`config.mk`:
```
export PLATFORM = sky130hd
export DESIGN_NAME = exe_wb_pipe_queue
export DESIGN_NICKNAME = d
export VERILOG_FILES = /design/src/rtl/exe_wb_pipe_queue_pkg.sv /design/src/rtl/exe_wb_pipe_queue_fifo.sv /design/src/rtl/exe_wb_pipe_queue.sv
export SDC_FILE = /design/constraint.sdc
export NUM_CORES = 1
export LEC_CHECK = 0
export ABC_CLOCK_PERIOD_IN_PS = 39700
export BUFFER_PORTS_ARGS = -buffer_cell sky130_fd_sc_hd__buf_2
export CAP_MARGIN = 20
export CORE_AREA = 4 4 221 223
export DETAILED_ROUTE_END_ITERATION = 6
export DIE_AREA = 0 0 225 227
export GPL_ROUTABILITY_DRIVEN = 0
export PLACE_DENSITY = 0.67
export SLEW_MARGIN = 20
export SYNTH_ARGS = -nofsm -noshare
export SYNTH_HDL_FRONTEND = slang
export SYNTH_SLANG_ARGS = --single-unit
```
`constraint.sdc`:
```
create_clock -name CLK -period 39.7 [get_ports CLK]
set_clock_uncertainty 0.2 [all_clocks]
set_input_delay 7.94 -clock CLK [delete_from_list [all_inputs] [get_ports CLK]]
set_output_delay 7.94 -clock CLK [all_outputs]
set_load 0.005 [all_outputs]
```
`src/rtl/exe_wb_pipe_queue_pkg.sv`:
```
// Shared types and widths for the EXE->WB queue.
//   exe_wb_entry_t : one completed micro-op as carried from EXE to WB
//   mask_wb()      : zeroes result data and destination when the entry does not write the RF
package exe_wb_pipe_queue_pkg;

  localparam int unsigned DATA_W = 64;
  localparam int unsigned PC_W   = 40;
  localparam int unsigned INST_W = 32;
  localparam int unsigned REG_W  = 5;

  typedef struct packed {
    logic [PC_W-1:0]   pc;
    logic [INST_W-1:0] inst;
    logic              we;
    logic [DATA_W-1:0] data;
    logic [REG_W-1:0]  rd;
    logic              csr_en;
    logic              branch;
    logic              xcpt;
    logic [DATA_W-1:0] xcpt_cause;
    logic [PC_W-1:0]   mem_addr;
  } exe_wb_entry_t;

  localparam int unsigned ENTRY_W = $bits(exe_wb_entry_t);

  function automatic exe_wb_entry_t mask_wb(input exe_wb_entry_t e);
    exe_wb_entry_t m;
    m = e;
    if (!e.we) begin
      m.data = '0;
      m.rd   = '0;
    end
    return m;
  endfunction

endpackage

```
`src/rtl/exe_wb_pipe_queue_fifo.sv`:
```
// Generic in-order FIFO, DEPTH x WIDTH, any DEPTH >= 1.
//   clk, rst      : clock, async active-high reset
//   flush         : synchronous clear; wins over push/pop in the same cycle
//   push / wdata  : write one entry (ignored when full)
//   pop  / rdata  : drop the head entry (ignored when empty); rdata is the head
//   count, full, empty : occupancy
module exe_wb_pipe_queue_fifo #(
  parameter int unsigned DEPTH = 2,
  parameter int unsigned WIDTH = 8
) (
  input  logic                         clk,
  input  logic                         rst,
  input  logic                         flush,
  input  logic                         push,
  input  logic                         pop,
  input  logic [WIDTH-1:0]             wdata,
  output logic [WIDTH-1:0]             rdata,
  output logic [$clog2(DEPTH+1)-1:0]   count,
  output logic                         full,
  output logic                         empty
);

  localparam int unsigned PTR_W = (DEPTH > 1) ? $clog2(DEPTH) : 1;
  localparam int unsigned CNT_W = $clog2(DEPTH + 1);

  logic [WIDTH-1:0] mem [DEPTH];
  logic [PTR_W-1:0] wr_ptr;
  logic [PTR_W-1:0] rd_ptr;
  logic [CNT_W-1:0] cnt;
  logic             do_push;
  logic             do_pop;

  // Explicit wrap so non-power-of-two depths stay in range
  function automatic logic [PTR_W-1:0] ptr_inc(input logic [PTR_W-1:0] p);
    return (p == PTR_W'(DEPTH - 1)) ? '0 : p + PTR_W'(1);
  endfunction

  assign full    = (cnt == CNT_W'(DEPTH));
  assign empty   = (cnt == '0);
  assign do_push = push & ~full;
  assign do_pop  = pop & ~empty;
  assign count   = cnt;
  assign rdata   = mem[rd_ptr];

  // Pointers and occupancy
  always_ff @(posedge clk or posedge rst) begin
    if (rst) begin
      wr_ptr <= '0;
      rd_ptr <= '0;
      cnt    <= '0;
    end else if (flush) begin
      wr_ptr <= '0;
      rd_ptr <= '0;
      cnt    <= '0;
    end else begin
      if (do_push) wr_ptr <= ptr_inc(wr_ptr);
      if (do_pop)  rd_ptr <= ptr_inc(rd_ptr);
      cnt <= cnt + CNT_W'(do_push) - CNT_W'(do_pop);
    end
  end

  // Storage needs no reset: contents are only observed through count
  always_ff @(posedge clk) begin
    if (do_push && !flush) mem[wr_ptr] <= wdata;
  end

endmodule

```
`src/rtl/exe_wb_pipe_queue.sv`:
```
// EXE->WB pipeline stage as a DEPTH-entry in-order queue with valid/ready on both sides.
//   CLK, RST, FLUSH            : clock, async active-high reset, synchronous kill of all entries
//   EXE_VALID/EXE_READY/EXE_*  : producer side; EXE_READY is a flop (no path from WB_READY)
//   WB_VALID/WB_READY/WB_*     : consumer side; all WB_* read 0 while the queue is empty
//   WB_CSR_DATA                : unmasked head result for CSR writes
//   DRAIN                      : an excepting entry was accepted; intake stays closed until FLUSH
module exe_wb_pipe_queue
  import exe_wb_pipe_queue_pkg::*;
#(
  parameter int unsigned DEPTH = 2
) (
  input  logic              CLK,
  input  logic              RST,
  input  logic              FLUSH,
  input  logic              EXE_VALID,
  output logic              EXE_READY,
  input  logic [PC_W-1:0]   EXE_PC,
  input  logic [INST_W-1:0] EXE_INST,
  input  logic              EXE_WE,
  input  logic [DATA_W-1:0] EXE_DATA,
  input  logic [REG_W-1:0]  EXE_RD,
  input  logic              EXE_CSR_EN,
  input  logic              EXE_BRANCH,
  input  logic              EXE_XCPT,
  input  logic [DATA_W-1:0] EXE_XCPT_CAUSE,
  input  logic [PC_W-1:0]   EXE_MEM_ADDR,
  output logic              WB_VALID,
  input  logic              WB_READY,
  output logic [PC_W-1:0]   WB_PC,
  output logic [INST_W-1:0] WB_INST,
  output logic              WB_WE,
  output logic [DATA_W-1:0] WB_DATA,
  output logic [REG_W-1:0]  WB_RD,
  output logic              WB_CSR_EN,
  output logic              WB_BRANCH,
  output logic              WB_XCPT,
  output logic [DATA_W-1:0] WB_XCPT_CAUSE,
  output logic [PC_W-1:0]   WB_MEM_ADDR,
  output logic [DATA_W-1:0] WB_CSR_DATA,
  output logic              DRAIN
);

  localparam int unsigned CNT_W = $clog2(DEPTH + 1);

  exe_wb_entry_t    in_e;
  exe_wb_entry_t    head_e;
  exe_wb_entry_t    out_e;
  logic [CNT_W-1:0] count;
  logic [CNT_W-1:0] count_nxt;
  logic             full;
  logic             empty;
  logic             push;
  logic             pop;
  logic             ready_q;
  logic             ready_nxt;
  logic             drain_q;
  logic             drain_nxt;

  assign in_e = '{pc: EXE_PC, inst: EXE_INST, we: EXE_WE, data: EXE_DATA, rd: EXE_RD,
                  csr_en: EXE_CSR_EN, branch: EXE_BRANCH, xcpt: EXE_XCPT,
                  xcpt_cause: EXE_XCPT_CAUSE, mem_addr: EXE_MEM_ADDR};

  // full is redundant with ready_q; kept as a guard against any overflow
  assign push = EXE_VALID & ready_q & ~full;
  assign pop  = WB_READY & ~empty;

  exe_wb_pipe_queue_fifo #(
    .DEPTH(DEPTH),
    .WIDTH(ENTRY_W)
  ) u_fifo (
    .clk  (CLK),
    .rst  (RST),
    .flush(FLUSH),
    .push (push),
    .pop  (pop),
    .wdata(in_e),
    .rdata(head_e),
    .count(count),
    .full (full),
    .empty(empty)
  );

  // Ready is computed from next-cycle occupancy so a pop into a full queue frees a slot one cycle later
  always_comb begin
    count_nxt = count;
    drain_nxt = drain_q;
    ready_nxt = 1'b0;
    if (FLUSH) begin
      count_nxt = '0;
      drain_nxt = 1'b0;
    end else begin
      count_nxt = count + CNT_W'(push) - CNT_W'(pop);
      drain_nxt = drain_q | (push & EXE_XCPT);
    end
    ready_nxt = (count_nxt < CNT_W'(DEPTH)) & ~drain_nxt & ~FLUSH;
  end

  always_ff @(posedge CLK or posedge RST) begin
    if (RST) begin
      ready_q <= 1'b0;
      drain_q <= 1'b0;
    end else begin
      ready_q <= ready_nxt;
      drain_q <= drain_nxt;
    end
  end

  // Empty queue presents all-zero outputs rather than stale storage
  assign out_e = empty ? '0 : mask_wb(head_e);

  assign EXE_READY     = ready_q;
  assign DRAIN         = drain_q;
  assign WB_VALID      = ~empty;
  assign WB_PC         = out_e.pc;
  assign WB_INST       = out_e.inst;
  assign WB_WE         = out_e.we;
  assign WB_DATA       = out_e.data;
  assign WB_RD         = out_e.rd;
  assign WB_CSR_EN     = out_e.csr_en;
  assign WB_BRANCH     = out_e.branch;
  assign WB_XCPT       = out_e.xcpt;
  assign WB_XCPT_CAUSE = out_e.xcpt_cause;
  assign WB_MEM_ADDR   = out_e.mem_addr;
  assign WB_CSR_DATA   = empty ? '0 : head_e.data;

endmodule

```
==> results of run 1 <==
metal layers:
metal	up-vias	share of wire, %	routed length [um]	GRT usage [%]
met5	-	0.17	79	0
met3	85	8.5	3913	5.622
met2	440	50	23090	28.83
met1	5591	39	17820	20.69
li1	5472	-	-	-
met4	12	2.8	1274	5.138
kinds of logic (layout without fill, tap and decap cells):
group                    count (synthesis)  count (layout)  synth area share (%)
flip-flops                             504             504                 76.95
adder cells (fa/ha/maj)                  2               2                0.1275
AO/OA/AOI/OAI                            4               4                0.1211
AND/OR/NAND/NOR                        326             326                 7.534
buffers and inverters                   76             683                 2.435
multiplexers                           249             249                 12.70
XOR/XNOR                                 3               3                0.1339
other                                    0               9                     0
through the flow:
stage	hold WS, ns	power [mW]
final	0.3266	1.523
after floorplan	0.2988	0.9521
after global routing	0.3417	1.601
after detailed placement	0.3115	1.097
after global placement	0.2948	1.090
after CTS	0.3309	1.538
Yosys cell counts, drive strengths merged (2+ instances only):
master | number | share of area [%]
buf | 60 | 2.0
clkbuf | 10 | 0.29
dfrtp | 6 | 0.76
edfxtp | 498 | 76
ha | 2 | 0.13
inv | 6 | 0.11
mux2i | 249 | 13
nor2 | 253 | 4.8
nor2b | 2 | 0.064
nor3 | 64 | 2.4
o21ai | 2 | 0.051
xor2 | 2 | 0.089
worst max-delay path by stage:
stage,start,endpoint,slack (ns),cells after the start
global route,u_fifo.rd_ptr$_DFFE_PP0P_,WB_DATA[31],28.13,4
finish,u_fifo.rd_ptr$_DFFE_PP0P_,WB_XCPT_CAUSE[39],28.28,4
global placement,u_fifo.count[1]$_DFF_PP0_,WB_INST[4],28.77,4
CTS,u_fifo.count[1]$_DFF_PP0_,WB_INST[4],28.12,4
floorplan,EXE_VALID,u_fifo.mem[1][0]$_DFFE_PP_,4.66,2
detailed placement,u_fifo.count[1]$_DFF_PP0_,WB_INST[4],28.75,4
area by class of cell:
cell class / instances / share of cell area [%]
Sequential cell: 504 / 61.54
Tap cell: 607 / 3.094
Clock buffer: 63 / 5.555
Clock inverter: 30 / 0.6727
Inverter: 6 / 0.09174
Multi-Input combinational cell: 584 / 16.61
Antenna cell: 9 / 0.09174
Timing Repair Buffer: 584 / 12.34
power breakdown:
group	internal, mW	switching, mW
sequential	0.625	0.0193
combinational	0.183	0.257
clock	0.249	0.190
worst min-delay path, stage by stage, from the launching register on:
cell and delay, ns:
dfrtp_1 0.35, a41oi_1 0.06, nor2_1 0.08
state kept, by name, summed over array words and instances, names as in the netlist:
signal and cells:
DRAIN 1, EXE_READY 1, u_fifo.count 2, u_fifo.mem 498, u_fifo.rd_ptr 1, u_fifo.wr_ptr 1
==> run_results.csv, run 1 <==
group,metric,value,unit
clocking,hold_buffers,0,
clocking,clock_latency,0.56,ns
routing,drtPass1Iterations,7,
routing,ant_nets,0,
finish,nFillCells,3833,
finish,fin_cells,2387,
synth,netlist_instances,1164,
clocking,cts_sinks,504,
worst_hold_path,min_from,"DRAIN$_DFF_PP0_",
setup_path,ff2ff_path_depth,4,
setup_path,crit_path_end_kind,"primary output",
floorplan,rows,79,
sta,fin_crit,11.42,ns
worst_hold_path,holdPathStages,2,
sta,layout_setup_ws,28.28,ns
floorplan,pin_count,570,
power_and_ir_drop,ir_worst_vdd,0.05915,mV
synth,avgSynthCellArea,16.86,sq um
finish,final-seq-area,15110,sq um
sta,rsz0062_at_grt,"false",
floorplan,dieWidth,225,um
setup_path,r2r_end,"u_fifo.mem[1][219]$_DFFE_PP_",
finish,final_util,52.73,%
floorplan,start_util,42.16,%
setup_path,path_cells,"buf_12 -> mux2i_1 -> nor2_1 -> buf_2",
global_routing,grt_pass1_wl,67010,um
routing,drt_iter0_markers,803,
setup_path,reg2reg_from,"u_fifo.count[1]$_DFF_PP0_",
worst_hold_path,hold_class,"flop to flop",
place,dpl_cell_area,22940,sq um
synth,async_flop_share,1.190,%
clocking,cts_buffers,51,
synth,ys_ff_latch,504,
finish,mostFrequentLayoutCells,"569 x buf_2, 498 x edfxtp_1, 252 x nor2_1",
sta,slew_violations,0,
synth,synth_edf_count,498,
synth,syn_area,19630,sq um
setup_path,slowest_stage,"dfrtp_4",
floorplan,coreArea,46560,sq um
clocking,clockBufferDepth,3,
routing,wirelength,46180,um
setup_path,crit_buf_inv,2,
global_routing,grt_max_degree,141,
synth,synth.distinct_cells,26,
clocking,cts_root_buf,"clkbuf_16",
setup_path,start_kind,"flop",
clocking,post_cts_buffers,0,
sta,setup_viol,0,
clocking,post_cts_resized,0,
synth,syn_nets,1420,
finish,layout.nets,1987,
setup_path,critPathMaxFanout,132,
finish,layout-drive-gt1-share,38.74,%
synth,ys.flop_type,"edfxtp_1",
place,hpwl,31300,um
setup_path,crit_type,"flop to primary output",
global_routing,grt_usage,16.92,%
place,port_buffers,569,
finish,syn_to_final_growth,25.07,%
clocking,path_clk_slew,0.06,ns
synth,ys_warn_count,0,
routing,drc,0,
synth,ys_seq_area_share,76.95,%
floorplan,fp.dieArea,51080,sq um
setup_path,critPathTopFamily,"flip-flops",
floorplan,die_h,227,um
finish,multiInputGateArea,4079,sq um
sta,finalHoldViolCount,0,
routing,routed_via_density,4.860,
global_routing,grt-ovfl-total,0,
sta,slew_headroom,23.21,%
power_and_ir_drop,p_leak,9.306,nW
routing,routed-via-count,11600,
power_and_ir_drop,p_per_area,62.05,nW/um^2
global_routing,antenna_found_initial,17,
setup_path,cp.arrival,3.28,ns
sta,fmax,87.56,MHz
sta,fin_crit_sh,28.77,%
place,dp_slack,28.75,ns
setup_path,critPathRequiredTime,31.56,ns
worst_hold_path,min_to,"DRAIN$_DFF_PP0_",
sta,tightest_slew,1.152,ns
finish,fin_area,24550,sq um
sta,tns,0,ns
finish,final_common_cell,"buf_2",
status,status,"finished, final reports clean",
job,maxCapViolCount,0,
place,placedCellCount,2283,
setup_path,critPathMaxStageDelay,1.07,ns
routing,wl_per_cell,19.35,um
setup_path,r2r_slack,36.36,ns
clocking,cts_tree,"done",
clocking,htree_levels,2,
global_routing,grt_pass1_vias,11490,
Note: power is estimated with default switching activity, not from simulation.
==> inputs of run 2 (changes only) <==
- ABC_CLOCK_PERIOD_IN_PS: 39700 -> 9300
- PLACE_DENSITY: 0.67 -> 0.69
- clock period: 39.7 -> 9.3 ns (I/O delays scaled with it)
==> run 2 against run 1 <==
Non-clock buffer count shrank 3. Register-to-register slack lost 30 ns. Utilization grew 0.37 points. Final area grew 0.69%. Global-route usage grew 0.38 points. Routed wire length grew 2.4%. Power grew to 4.4 times the previous value. Hold slack lost 0.0035 ns.
==> run_results.csv, run 2 (synthesis results as in run 1) <==
group,metric,value,unit
place,port_buffers,569,
global_routing,grt-ovfl-total,0,
finish,final_common_cell,"buf_2",
routing,routed-via-count,11710,
finish,layout-drive-gt1-share,39.30,%
routing,drt_iter0_markers,723,
sta,tightest_slew,1.105,ns
sta,rsz0062_at_grt,"false",
clocking,cts_root_buf,"clkbuf_16",
routing,wirelength,47290,um
sta,finalHoldViolCount,0,
clocking,post_cts_resized,0,
sta,fin_crit,5.516,ns
status,status,"finished, final reports clean",
finish,multiInputGateArea,4113,sq um
sta,slew_headroom,26.36,%
sta,setup_viol,0,
floorplan,dieWidth,225,um
routing,drtPass1Iterations,5,
floorplan,rows,79,
job,maxCapViolCount,0,
clocking,clock_latency,0.55,ns
place,placedCellCount,2282,
finish,regMostFlops,"u_fifo.mem",
floorplan,coreArea,46560,sq um
floorplan,pin_count,570,
global_routing,grt_pass1_wl,68200,um
setup_path,critPathRequiredTime,7.24,ns
global_routing,grt_max_degree,177,
clocking,post_cts_buffers,0,
clocking,htree_levels,2,
floorplan,die_h,227,um
setup_path,cp.arrival,3.46,ns
finish,mostFrequentLayoutCells,"569 x buf_2, 498 x edfxtp_1, 252 x nor2_1",
finish,final_util,53.10,%
routing,ant_nets,0,
clocking,cts_buffers,51,
clocking,hold_buffers,0,
power_and_ir_drop,p_leak,9.376,nW
global_routing,grt_pass1_vias,11670,
clocking,path_clk_slew,0.06,ns
floorplan,start_util,42.16,%
sta,fmax,181.3,MHz
routing,wl_per_cell,19.82,um
power_and_ir_drop,p_per_area,270.0,nW/um^2
setup_path,crit_type,"flop to primary output",
sta,slew_violations,0,
worst_hold_path,hold_class,"flop to flop",
floorplan,fp.dieArea,51080,sq um
finish,final-seq-area,15110,sq um
clocking,cts_sinks,504,
routing,routed_via_density,4.909,
finish,largest_register_ffs,498,
finish,nFillCells,3811,
setup_path,crit_path_end_kind,"primary output",
finish,layout.nets,1984,
global_routing,grt_usage,17.30,%
power_and_ir_drop,ir_worst_vdd,0.2115,mV
finish,syn_to_final_growth,25.94,%
clocking,cts_tree,"done",
place,hpwl,31990,um
setup_path,critPathMaxFanout,59,
clocking,clockBufferDepth,3,
sta,fin_crit_sh,59.31,%
setup_path,start_kind,"flop",
global_routing,antenna_found_initial,15,
routing,drc,0,
sta,hold_ws,0.3231,ns
finish,fin_cells,2386,
[run 2: worst paths after layout]
check | from | endpoint | slack, ns | depth (start not counted)
worst min register to register | DRAIN$_DFF_PP0_ | DRAIN$_DFF_PP0_ | 0.32 | 2
worst max-delay path | u_fifo.rd_ptr$_DFFE_PP0P_ | WB_MEM_ADDR[10] | 3.78 | 5
worst min-delay path | DRAIN$_DFF_PP0_ | DRAIN$_DFF_PP0_ | 0.32 | 2
max in group asynchronous | RST | u_fifo.rd_ptr$_DFFE_PP0P_ | 7.67 | 2
min in group asynchronous | RST | DRAIN$_DFF_PP0_ | 1.02 | 2
worst max register to register | u_fifo.count[1]$_DFF_PP0_ | u_fifo.mem[1][214]$_DFFE_PP_ | 5.99 | 4
[run 2: per-stage QoR]
step | setup slack [ns] | TNS (ns) | instance area, sq um | power [mW]
final | 3.784 | 0 | 24720 | 6.674
after global routing | 3.589 | 0 | 24720 | 7.004
after CTS | 3.740 | 0 | 24700 | 6.759
after detailed placement | 4.363 | 0 | 22990 | 4.684
after global placement | 4.461 | 0 | 22990 | 4.657
after floorplan | -1.213 | -594.56 | 19680 | 3.980
[run 2: worst max-delay path, stage by stage, from the launching register on]
cell and delay, ns:
dfrtp_4 0.59, buf_4 0.82, buf_4 0.84, mux2i_1 0.28, nor2_1 0.06, buf_2 0.16
[run 2: report_power, final]
| part | switching, mW | internal, mW | total, mW |
|---|---|---|---|
| Clock | 0.838 | 1.22 | 2.06 |
| Sequential | 0.0568 | 2.67 | 2.73 |
| Combinational | 1.12 | 0.768 | 1.89 |
[run 2: final cells by class]
type / instances / area share [%]
antenna: 8 / 0.08098
clock buffer: 57 / 5.340
clock inverter: 39 / 1.574
inverter: 6 / 0.09111
multi-input combinational: 584 / 16.64
sequential: 504 / 61.12
tap: 607 / 3.072
timing repair buffer: 581 / 12.09
[run 2: per-layer routing]
layer  global-route usage, %  share of wire [%]  vias to the layer above
met4                   6.403                3.0                       10
met3                   4.462                8.0                       89
li1                        -                  -                     5461
met1                   21.47                 39                     5662
met5                       0               0.13                        -
met2                   29.54                 50                      490
==> inputs of run 3 (changes only) <==
- ABC_CLOCK_PERIOD_IN_PS: 9300 -> 4400
- clock period: 9.3 -> 4.4 ns (I/O delays scaled with it)
==> run 3 against run 2 <==
Final cell count grew 0.71%. Register-to-register slack lost 4.1 ns. Final area grew 0.38%. Sequential share of layout area shrank 0.23 points. Flip-flop and latch count is the same. Power grew 110%. Via count grew 0.98%.
==> run_results.csv, run 3 (synthesis results as in run 1) <==
group,metric,value,unit
status,status,"finished, final reports clean",
setup_path,critPathRequiredTime,3.32,ns
routing,drc,0,
routing,ant_nets,0,
sta,fin_crit,3.685,ns
finish,layout-drive-gt1-share,39.44,%
sta,fin_crit_sh,83.75,%
place,placedCellCount,2303,
finish,layout.nets,2006,
clocking,post_cts_buffers,0,
global_routing,antenna_found_initial,13,
global_routing,grt_pass1_vias,12070,
power_and_ir_drop,p_leak,9.430,nW
sta,rsz0062_at_grt,"false",
clocking,cts_buffers,51,
setup_path,crit_type,"flop to primary output",
setup_path,path_cells,"buf_12 -> mux2i_1 -> nor3_1 -> buf_2",
place,hpwl,33390,um
clocking,cts_tree,"done",
worst_hold_path,hold_class,"input port to flop",
clocking,hold_buffers,1,
global_routing,grt_pass1_wl,67830,um
global_routing,grt_max_degree,116,
floorplan,start_util,42.16,%
finish,nFillCells,3785,
sta,finalHoldViolCount,0,
setup_path,startpoint,"u_fifo.rd_ptr$_DFFE_PP0P_",
power_and_ir_drop,ir_worst_vdd,0.3903,mV
clocking,path_clk_slew,0.06,ns
clocking,post_cts_resized,0,
clocking,htree_levels,2,
clocking,cts_root_buf,"clkbuf_16",
place,dpl_cell_area,23260,sq um
setup_path,ff2ff_path_depth,4,
sta,slew_headroom,25.20,%
finish,syn_to_final_growth,26.42,%
setup_path,critPathTopFamily,"buffers and inverters",
floorplan,fp.dieArea,51080,sq um
sta,setup_viol,0,
finish,fin_area,24820,sq um
finish,final_common_cell,"buf_2",
finish,multiInputGateArea,4113,sq um
setup_path,slowest_stage,"dfrtp_4",
floorplan,coreArea,46560,sq um
setup_path,critPathMaxStageDelay,0.52,ns
global_routing,grt_usage,17.25,%
routing,wirelength,47240,um
global_routing,grt-ovfl-total,0,
setup_path,cp.depth,4,
finish,fin_cells,2403,
worst_hold_path,min_from,"EXE_XCPT_CAUSE[43]",
floorplan,dieWidth,225,um
floorplan,die_h,227,um
routing,routed-via-count,11830,
finish,mostFrequentLayoutCells,"569 x buf_2, 498 x edfxtp_1, 252 x nor2_1",
finish,regMostFlops,"u_fifo.mem",
power_and_ir_drop,p_per_area,557.7,nW/um^2
sta,tightest_slew,1.099,ns
setup_path,start_kind,"flop",
setup_path,reg2reg_from,"u_fifo.count[1]$_DFF_PP0_",
setup_path,cp.arrival,2.60,ns
sta,slew_violations,0,
setup_path,crit_path_end_kind,"primary output",
setup_path,critPathMaxFanout,102,
finish,largest_register_ffs,498,
floorplan,rows,79,
clocking,clockBufferDepth,3,
floorplan,pin_count,570,
job,maxCapViolCount,0,
sta,fmax,271.4,MHz
routing,drt_iter0_markers,696,
routing,wl_per_cell,19.66,um
place,port_buffers,569,
sta,hold_ws,0.2875,ns
routing,routed_via_density,4.922,
clocking,cts_sinks,504,
finish,final-seq-area,15110,sq um
routing,drtPass1Iterations,6,
clocking,clock_latency,0.57,ns
worst_hold_path,holdPathStages,1,
setup_path,crit_buf_inv,2,
==> run 3: worst paths after layout <==
| path | to | slack (ns) |
|---|---|---|
| setup / recovery | WB_DATA[10] | 0.72 |
| hold / removal | u_fifo.mem[0][83]$_DFFE_PP_ | 0.29 |
| setup reg to reg | u_fifo.mem[1][247]$_DFFE_PP_ | 1.92 |
| hold reg to reg | DRAIN$_DFF_PP0_ | 0.33 |
| max in group asynchronous | u_fifo.rd_ptr$_DFFE_PP0P_ | 3.20 |
| min in group asynchronous | EXE_READY$_DFF_PP0_ | 0.59 |
==> run 3: area by class of cell <==
class                   instances  share of cell area [%]
inverters                       6                 0.09076
clock inverters                29                  0.7361
multi-input cells             584                   16.57
flip-flops and latches        504                   60.88
clock buffers                  64                   5.425
diodes                          6                 0.06051
well taps                     607                   3.061
repair buffers                603                   13.17
==> run 3: power by group <==
part / switching [mW] / internal [mW]
Sequential: 0.101 / 5.64
Clock: 1.71 / 2.23
Combinational: 2.46 / 1.70
==> run 3: layer usage <==
layer / share of wire [%] / global-route usage [%] / up-vias / wire length [um]
met3: 8.9 / 5.313 / 97 / 4216
met5: 0.18 / 0 / - / 84
met4: 2.8 / 6.680 / 14 / 1318
met2: 52 / 30.41 / 505 / 24390
met1: 36 / 19.84 / 5693 / 17220
li1: - / - / 5518 / -
==> run 3: metrics by stage <==
stage	TNS (ns)	setup WS [ns]	util, %	power (mW)
6_report	0	0.7151	53.30	13.84
5_1_grt	0	0.6184	53.30	14.55
4_1_cts	0	0.6836	53.27	14.02
3_5_place_dp	0	1.322	49.96	10.05
3_3_place_gp	0	1.332	49.96	10.00
2_1_floorplan	-2546.72	-5.133	-	8.412
